`config.mk`:
```
export PLATFORM = sky130hd
export DESIGN_NAME = pa_ram_ctrl
export DESIGN_NICKNAME = d
export VERILOG_FILES = /design/src/rtl/pa_ram_ctrl.sv
export SDC_FILE = /design/constraint.sdc
export NUM_CORES = 1
export LEC_CHECK = 0
export CAP_MARGIN = 20
export CORE_ASPECT_RATIO = 0.75
export CORE_MARGIN = 2
export CORE_UTILIZATION = 42
export DETAILED_ROUTE_END_ITERATION = 10
export PLACE_DENSITY = 0.81
export SYNTH_ARGS = -nofsm -noshare
export SYNTH_HDL_FRONTEND = slang
export SYNTH_SLANG_ARGS = --single-unit
```
`constraint.sdc`:
```
create_clock -name clk -period 8.12 [get_ports clk]
set_input_delay 1.218 -clock clk [delete_from_list [all_inputs] [get_ports clk]]
set_output_delay 1.218 -clock clk [all_outputs]
set_load 0.1 [all_outputs]
```
`src/rtl/pa_ram_ctrl.sv`:
```
// PA RAM controller: streams 32-bit weight words into PA RAM and reads 128-bit vectors back out.
// Optional range checking is enabled by defining PA_RAM_CTRL_BOUND_CHECK_EN.
module pa_ram_ctrl #(
  parameter int ADDR_WIDTH    = 13,
  parameter int DATA_WIDTH    = 8,
  parameter int CHANNEL_WIDTH = 16
) (
  input  logic                                clk,
  input  logic                                rst,
  input  logic                                start_load,
  input  logic [13:0]                         load_words,
  input  logic                                s_valid,
  output logic                                s_ready,
  input  logic [31:0]                         s_data,
  input  logic                                start_read,
  input  logic [10:0]                         rd_base,
  input  logic [11:0]                         rd_len,
  output logic                                m_valid,
  input  logic                                m_ready,
  output logic [DATA_WIDTH*CHANNEL_WIDTH-1:0] m_data,
  output logic [ADDR_WIDTH-1:0]               ram_addr,
  output logic                                ram_we,
  output logic [31:0]                         ram_wdata,
  input  logic [DATA_WIDTH*CHANNEL_WIDTH-1:0] ram_rdata,
  output logic                                busy,
  output logic                                done,
  output logic                                err
);

  typedef enum logic [2:0] {IDLE, LOAD, RD_ADDR, RD_DATA, RD_HOLD} state_t;

  state_t      state, next_state;
  logic [13:0] wr_cnt, words_q;
  logic [10:0] rd_ptr;
  logic [11:0] rd_left;
  logic        ld_bad, rd_bad, err_set;
  logic        beat, accept, fin;

`ifdef PA_RAM_CTRL_BOUND_CHECK_EN
  assign ld_bad  = (load_words == '0) || (load_words > 14'd8192);
  assign rd_bad  = (rd_len == '0) || (({2'b00, rd_base} + {1'b0, rd_len}) > 13'd2048);
  assign err_set = (state == IDLE) && (start_load ? ld_bad : (start_read && rd_bad));

  always_ff @(posedge clk or posedge rst) begin
    if (rst)          err <= 1'b0;
    else if (err_set) err <= 1'b1;
  end
`else
  assign ld_bad  = 1'b0;
  assign rd_bad  = 1'b0;
  assign err_set = 1'b0;
  assign err     = 1'b0;
`endif

  assign busy = (state != IDLE);

  always_ff @(posedge clk or posedge rst) begin
    if (rst) state <= IDLE;
    else     state <= next_state;
  end

  always_comb begin
    next_state = state;
    s_ready    = 1'b0;
    ram_we     = 1'b0;
    ram_addr   = '0;
    ram_wdata  = '0;
    beat       = 1'b0;
    accept     = 1'b0;
    fin        = 1'b0;
    case (state)
      IDLE: begin
        // Zero-length requests complete in place without touching the RAM.
        if (start_load) begin
          if (!ld_bad) begin
            if (load_words == '0) fin = 1'b1;
            else                  next_state = LOAD;
          end
        end else if (start_read && !rd_bad) begin
          if (rd_len == '0) fin = 1'b1;
          else              next_state = RD_ADDR;
        end
      end
      LOAD: begin
        s_ready   = 1'b1;
        ram_we    = s_valid;
        ram_addr  = ADDR_WIDTH'(wr_cnt);
        ram_wdata = s_data;
        if (s_valid) begin
          beat = 1'b1;
          if (wr_cnt == words_q - 14'd1) begin
            fin        = 1'b1;
            next_state = IDLE;
          end
        end
      end
      RD_ADDR: begin
        ram_addr   = ADDR_WIDTH'(rd_ptr);
        next_state = RD_DATA;
      end
      RD_DATA: begin
        ram_addr   = ADDR_WIDTH'(rd_ptr);
        next_state = RD_HOLD;
      end
      RD_HOLD: begin
        ram_addr = ADDR_WIDTH'(rd_ptr);
        if (m_ready) begin
          accept = 1'b1;
          if (rd_left == 12'd1) begin
            fin        = 1'b1;
            next_state = IDLE;
          end else begin
            next_state = RD_ADDR;
          end
        end
      end
      default: next_state = IDLE;
    endcase
  end

  always_ff @(posedge clk or posedge rst) begin
    if (rst) begin
      wr_cnt  <= '0;
      words_q <= '0;
      rd_ptr  <= '0;
      rd_left <= '0;
      m_data  <= '0;
      m_valid <= 1'b0;
      done    <= 1'b0;
    end else begin
      done <= fin;
      if (state == IDLE && start_load) begin
        wr_cnt  <= '0;
        words_q <= load_words;
      end else if (beat) begin
        wr_cnt <= wr_cnt + 14'd1;
      end
      if (state == IDLE && !start_load && start_read) begin
        rd_ptr  <= rd_base;
        rd_left <= rd_len;
      end else if (accept) begin
        rd_ptr  <= rd_ptr + 11'd1;
        rd_left <= rd_left - 12'd1;
      end
      if (state == RD_DATA) begin
        m_data  <= ram_rdata;
        m_valid <= 1'b1;
      end else if (accept) begin
        m_valid <= 1'b0;
      end
    end
  end

endmodule

```
==> flow_summary.json, run 1 <==
{
  "synth_fa_ha_area_share_pct": 0.756,
  "wl_per_cell_um": 18.0,
  "critical_path_arrival_ns": 3.21,
  "synth_area_leaders": "dfrtp_1 56%, mux2_2 19%, and2_1 2.7%",
  "synth_top_family_by_area": "multiplexers",
  "drc_errors": 0,
  "synth_compound_area_share_pct": 5.80,
  "cts_sinks": 184,
  "worstMarginPinSlew_ns": 1.04,
  "antenna_found_initial": 2,
  "hp-class": "flop to flop",
  "yosysUniqueCellTypes": 50,
  "die_area_um2": 20900,
  "final_core_util_pct": 66.8,
  "status": "finished, final reports clean",
  "rows": 44,
  "drt_iter0_drc": 447,
  "synth_top_cells_by_count": "184 x dfrtp_1, 140 x mux2_2, 43 x nand2_1, 36 x and2_1, 34 x nor2_1",
  "post-route-period-util_pct": 54.6,
  "critPathLaunchType": "input pin",
  "synthXorXnorAreaFrac_pct": 4.34,
  "timing.final.crit_period_ns": 4.43,
  "finalWeightedCongestion": 0.846,
  "grt_pass1_wl_um": 38200,
  "synth_area_per_cell_um2": 12.2,
  "track_usage_pct": 23.0,
  "clk_path_buf_depth": 2,
  "cts_setup_buffers": 0,
  "die_y_um": 126,
  "syn_inst": 676,
  "crit_type": "input pin to output pin",
  "max_slew_margin_pct": 30.4,
  "area_delta_synth_final_pct": 55.9,
  "fillers": 1500,
  "drtPass1Iterations": 8,
  "pre_cts_ws_ns": 3.70,
  "synth_edf_count": 0,
  "drive_gt1_share_pct": 17.5,
  "grt_overflow": 0,
  "core_area_um2": 19300,
  "regArea_um2": 4600,
  "synth-simple-area-share_pct": 11.9,
  "first_global_vias": 7009,
  "num_io_pins": 382,
  "cp.required_ns": 6.90,
  "yosysTopAreaCell": "dfrtp_1",
  "cts_made_buffers": 17,
  "insertion_delay_ns": 0.42,
  "hold_buffers": 0,
  "clkSlewWorstSetupHoldPaths_ns": 0.07,
  "maxCapViolations": 0,
  "port_buffers": 380,
  "cts-resized-gates": 0,
  "setup_viol": 0,
  "tns_ns": 0,
  "path_max_fanout": 6,
  "synth_top_area_share_pct": 55.6,
  "multi_input_area_um2": 3500,
  "avgViaCountPerCell": 5.11,
  "synth_ff_type": "dfrtp_1",
  "async_flop_share_pct": 100,
  "synth.most_common_cell": "dfrtp_1",
  "fin_nets": 1255,
  "fmax_ghz": 0.226,
  "muxShareOfSynthArea_pct": 19.2,
  "start_util_pct": 42.8,
  "seq_area_frac_synth_pct": 55.6,
  "syn-num-nets": 884,
  "ys_ff_latch": 184,
  "rsz0062_at_grt": "no",
  "syn_area_um2": 8280,
  "critPathCaptureType": "output pin",
  "via_count": 6723,
  "clock_skew_ns": 0.0114,
  "wirelength_um": 23700,
  "die-width_um": 166,
  "cts_tree": "built",
  "hold_viol": 0,
  "detail-route-antenna-nets": 0,
  "htreeDepth": 4,
  "cts-root-buf": "clkbuf_16",
  "dpl.hpwl_um": 18100,
  "setup_ws_ns": 3.69,
  "drv_slew": 0,
  "grt_max_degree": 75,
  "synth_warnings": 0
}
-- registers in the layout, indices dropped and copies added (netlist names) --
| register | count |
|---|---|
| words_q | 14 |
| rd_left | 12 |
| done | 1 |
| m_data | 128 |
| wr_cnt | 14 |
| state | 3 |
| rd_ptr | 11 |
| m_valid | 1 |
-- cell type report --
type	count	area share, %
Tap cell	253	2.45
Inverter	14	0.446
Clock inverter	13	1.02
Multi-Input combinational cell	443	27.1
Timing Repair Buffer	387	29.9
Clock buffer	19	3.35
Antenna cell	2	0.0388
Sequential cell	184	35.7
-- metal layers --
layer / global-route usage (%) / vias to the layer above / share of wire, % / routed length [um]
li1: - / 3126 / - / -
met1: 28.3 / 3306 / 40 / 9420
met2: 39.3 / 266 / 50 / 11900
met3: 7.31 / 25 / 8.2 / 1930
met4: 6.45 / 0 / 1.7 / 396
met5: 0 / - / 0 / 0
-- worst max-delay path, stage by stage --
cell	delay, ns
clkdlybuf4s50_1	0.53
nand2_1	0.14
inv_2	0.16
clkdlybuf4s50_1	1.16
-- through the flow --
| stage | std cells | hold WS [ns] | instance area (um^2) |
|---|---|---|---|
| detailed placement | 1281 | 0.474 | 12300 |
| global route | 1315 | 0.516 | 12900 |
| global placement | 1281 | 0.461 | 12300 |
| finish | 1315 | 0.491 | 12900 |
| CTS | 1313 | 0.490 | 12900 |
| floorplan | 676 | 0.478 | 8280 |
-- path summary, 6_finish.rpt --
| kind | start | to | slack [ns] | depth (start not counted) |
|---|---|---|---|---|
| setup / recovery | s_valid | ram_we | 3.69 | 4 |
| hold / removal | m_valid | m_valid | 0.49 | 2 |
| setup reg to reg | state[2] | m_data[62] | 5.28 | 4 |
| hold reg to reg | m_valid | m_valid | 0.49 | 2 |
| max in group asynchronous | rst | m_data[59] | 5.61 | 3 |
| min in group asynchronous | rst | m_data[44] | 1.24 | 2 |
-- kinds of logic after synthesis --
kind of cell,after synthesis
flops,184
mux,141
buf+inv,49
fa+ha+maj,5
simple gates,185
xor+xnor,41
compound gates,70
other cells,1
-- cells in the final DEF (no fill, tap or decap), drive strengths merged, types with 7 or more instances in the layout --
cell type      Yosys  routed
nor4              11      11
xnor2             19      19
clkdlybuf4s50      0     380
nor3              11      11
a21oi              7       7
dfrtp            184     184
and2              36      36
xor2              22      22
o21ai             22      22
nor2              34      34
a31oi              7       7
nand3             15      15
buf                5       7
mux2             140     140
clkbuf            30      19
nand2             43      43
nand4              9       9
o211ai             7       7
a22o              11      11
inv               14      21
Power of run 1 is left out: the tool's default activity adds up to more than one toggle a clock period on the data nets, which glitch-free logic cannot reach.
==> inputs of run 2 (changes only) <==
Clock period 8.12 ns to 4.17 ns, I/O delays scaled along.
==> run 2 against run 1 <==
  * Critical path depth decreased by 2
  * Register-to-register slack got worse by 3.6 ns
  * Routed wire length increased by 7.0%
  * Critical endpoint is now busy
==> flow_summary.json, run 2 (same netlist as run 1, synthesis figures left out) <==
{
  "insertion_delay_ns": 0.42,
  "avgViaCountPerCell": 5.14,
  "reg_top3": "m_data (128), words_q (14), wr_cnt (14)",
  "multi_input_area_um2": 3500,
  "regArea_um2": 4600,
  "clock_skew_ns": 0.0161,
  "die_y_um": 126,
  "fillers": 1498,
  "fmax_ghz": 0.326,
  "fin_nets": 1257,
  "rr_startpoint": "words_q[2]",
  "dp.cells": 1283,
  "slowest_delay_ns": 1.01,
  "most-common-layout-cells": "333 x clkdlybuf4s50_1, 184 x dfrtp_1, 140 x mux2_2, 54 x buf_4, 43 x nand2_1",
  "core_area_um2": 19300,
  "critical_path_arrival_ns": 2.44,
  "drv_slew": 0,
  "max_slew_margin_pct": 27.1,
  "crit_type": "flop to output pin",
  "maxCapViolations": 0,
  "slowest_stage": "clkdlybuf4s50_1",
  "hold_buffers": 0,
  "wl_per_cell_um": 19.2,
  "drtPass1Iterations": 4,
  "status": "finished, final reports clean",
  "grt_pass1_wl_um": 39200,
  "final_area_um2": 12900,
  "die-width_um": 166,
  "drive_gt1_share_pct": 22.2,
  "top_register": "m_data",
  "cts-root-buf": "clkbuf_16",
  "pre_cts_ws_ns": 1.25,
  "cts_sinks": 184,
  "critPathCaptureType": "output pin",
  "r2r_slack_ns": 1.73,
  "dpl_cell_area_um2": 12300,
  "antenna_found_initial": 3,
  "layout_commonest_cell": "clkdlybuf4s50_1",
  "grt_overflow": 0,
  "area_delta_synth_final_pct": 55.5,
  "rsz0062_at_grt": "no",
  "setup_viol": 0,
  "stdcell_count": 1318,
  "min_path_cells": 2,
  "dpl.hpwl_um": 19300,
  "critPathLaunchType": "flop",
  "tns_ns": 0,
  "die_area_um2": 20900,
  "crit_chain": "or3_1 > clkdlybuf4s50_1",
  "worstReg2RegEnd": "state[0]",
  "port_buffers": 380,
  "cts-resized-gates": 0,
  "critPathTopFamily": "buffers and inverters",
  "clkSlewWorstSetupHoldPaths_ns": 0.07,
  "wirelength_um": 25300,
  "cts_setup_buffers": 0,
  "drc_errors": 0,
  "drt_iter0_drc": 431,
  "worstMarginPinSlew_ns": 1.09,
  "post-route-period-util_pct": 73.5,
  "critPathBufInv": 1,
  "track_usage_pct": 24.3,
  "num_io_pins": 382,
  "timing.final.crit_period_ns": 3.07,
  "cts_tree": "built",
  "min_to": "m_valid",
  "detail-route-antenna-nets": 0,
  "grt_max_degree": 185,
  "via_count": 6780,
  "cp.required_ns": 3.54,
  "rows": 44,
  "hp-start": "m_valid",
  "clk_path_buf_depth": 2,
  "cts_made_buffers": 17,
  "finalWeightedCongestion": 0.883,
  "hp-class": "flop to flop",
  "setup_ws_ns": 1.10,
  "path_max_fanout": 11,
  "largest_register_ffs": 128,
  "htreeDepth": 4,
  "start_util_pct": 42.8,
  "hold_viol": 0,
  "r2r_cells": 6,
  "first_global_vias": 7007
}
-- run 2: metal layers --
metal	share of wire, %	routed length [um]	global-route usage, %
met5	0	0	0
met1	39	9910	29.1
met2	50	12700	41.0
met4	1.4	361	7.83
met3	9.3	2360	8.77
-- run 2: per-stage QoR --
stage	hold slack [ns]	util (%)
2_1_floorplan	0.478	-
3_3_place_gp	0.486	63.4
3_5_place_dp	0.492	63.4
4_1_cts	0.510	66.6
5_1_grt	0.520	66.6
6_report	0.498	66.6
-- run 2: worst max path at each step --
stage,startpoint,end,depth (start not counted)
floorplan,state[0],ram_addr[11],5
CTS,state[0],busy,2
global placement,start_load,wr_cnt[13],7
finish,state[0],busy,2
global route,state[0],busy,2
detailed placement,start_load,wr_cnt[11],7
-- run 2: layout make-up --
cell class,count,area share [%]
Tap cell,253,2.46
Clock inverter,15,1.37
Inverter,14,0.437
Multi-Input combinational cell,443,27.2
Clock buffer,17,3.31
Sequential cell,184,35.8
Antenna cell,3,0.0583
Timing Repair Buffer,389,29.4
-- run 2: tightest hold or removal path, stage by stage, from the launching register on --
cell     delay (ns)
dfrtp_1        0.36
nand2_1        0.05
nand2_1        0.06
Power of run 2 is left out for the same reason.
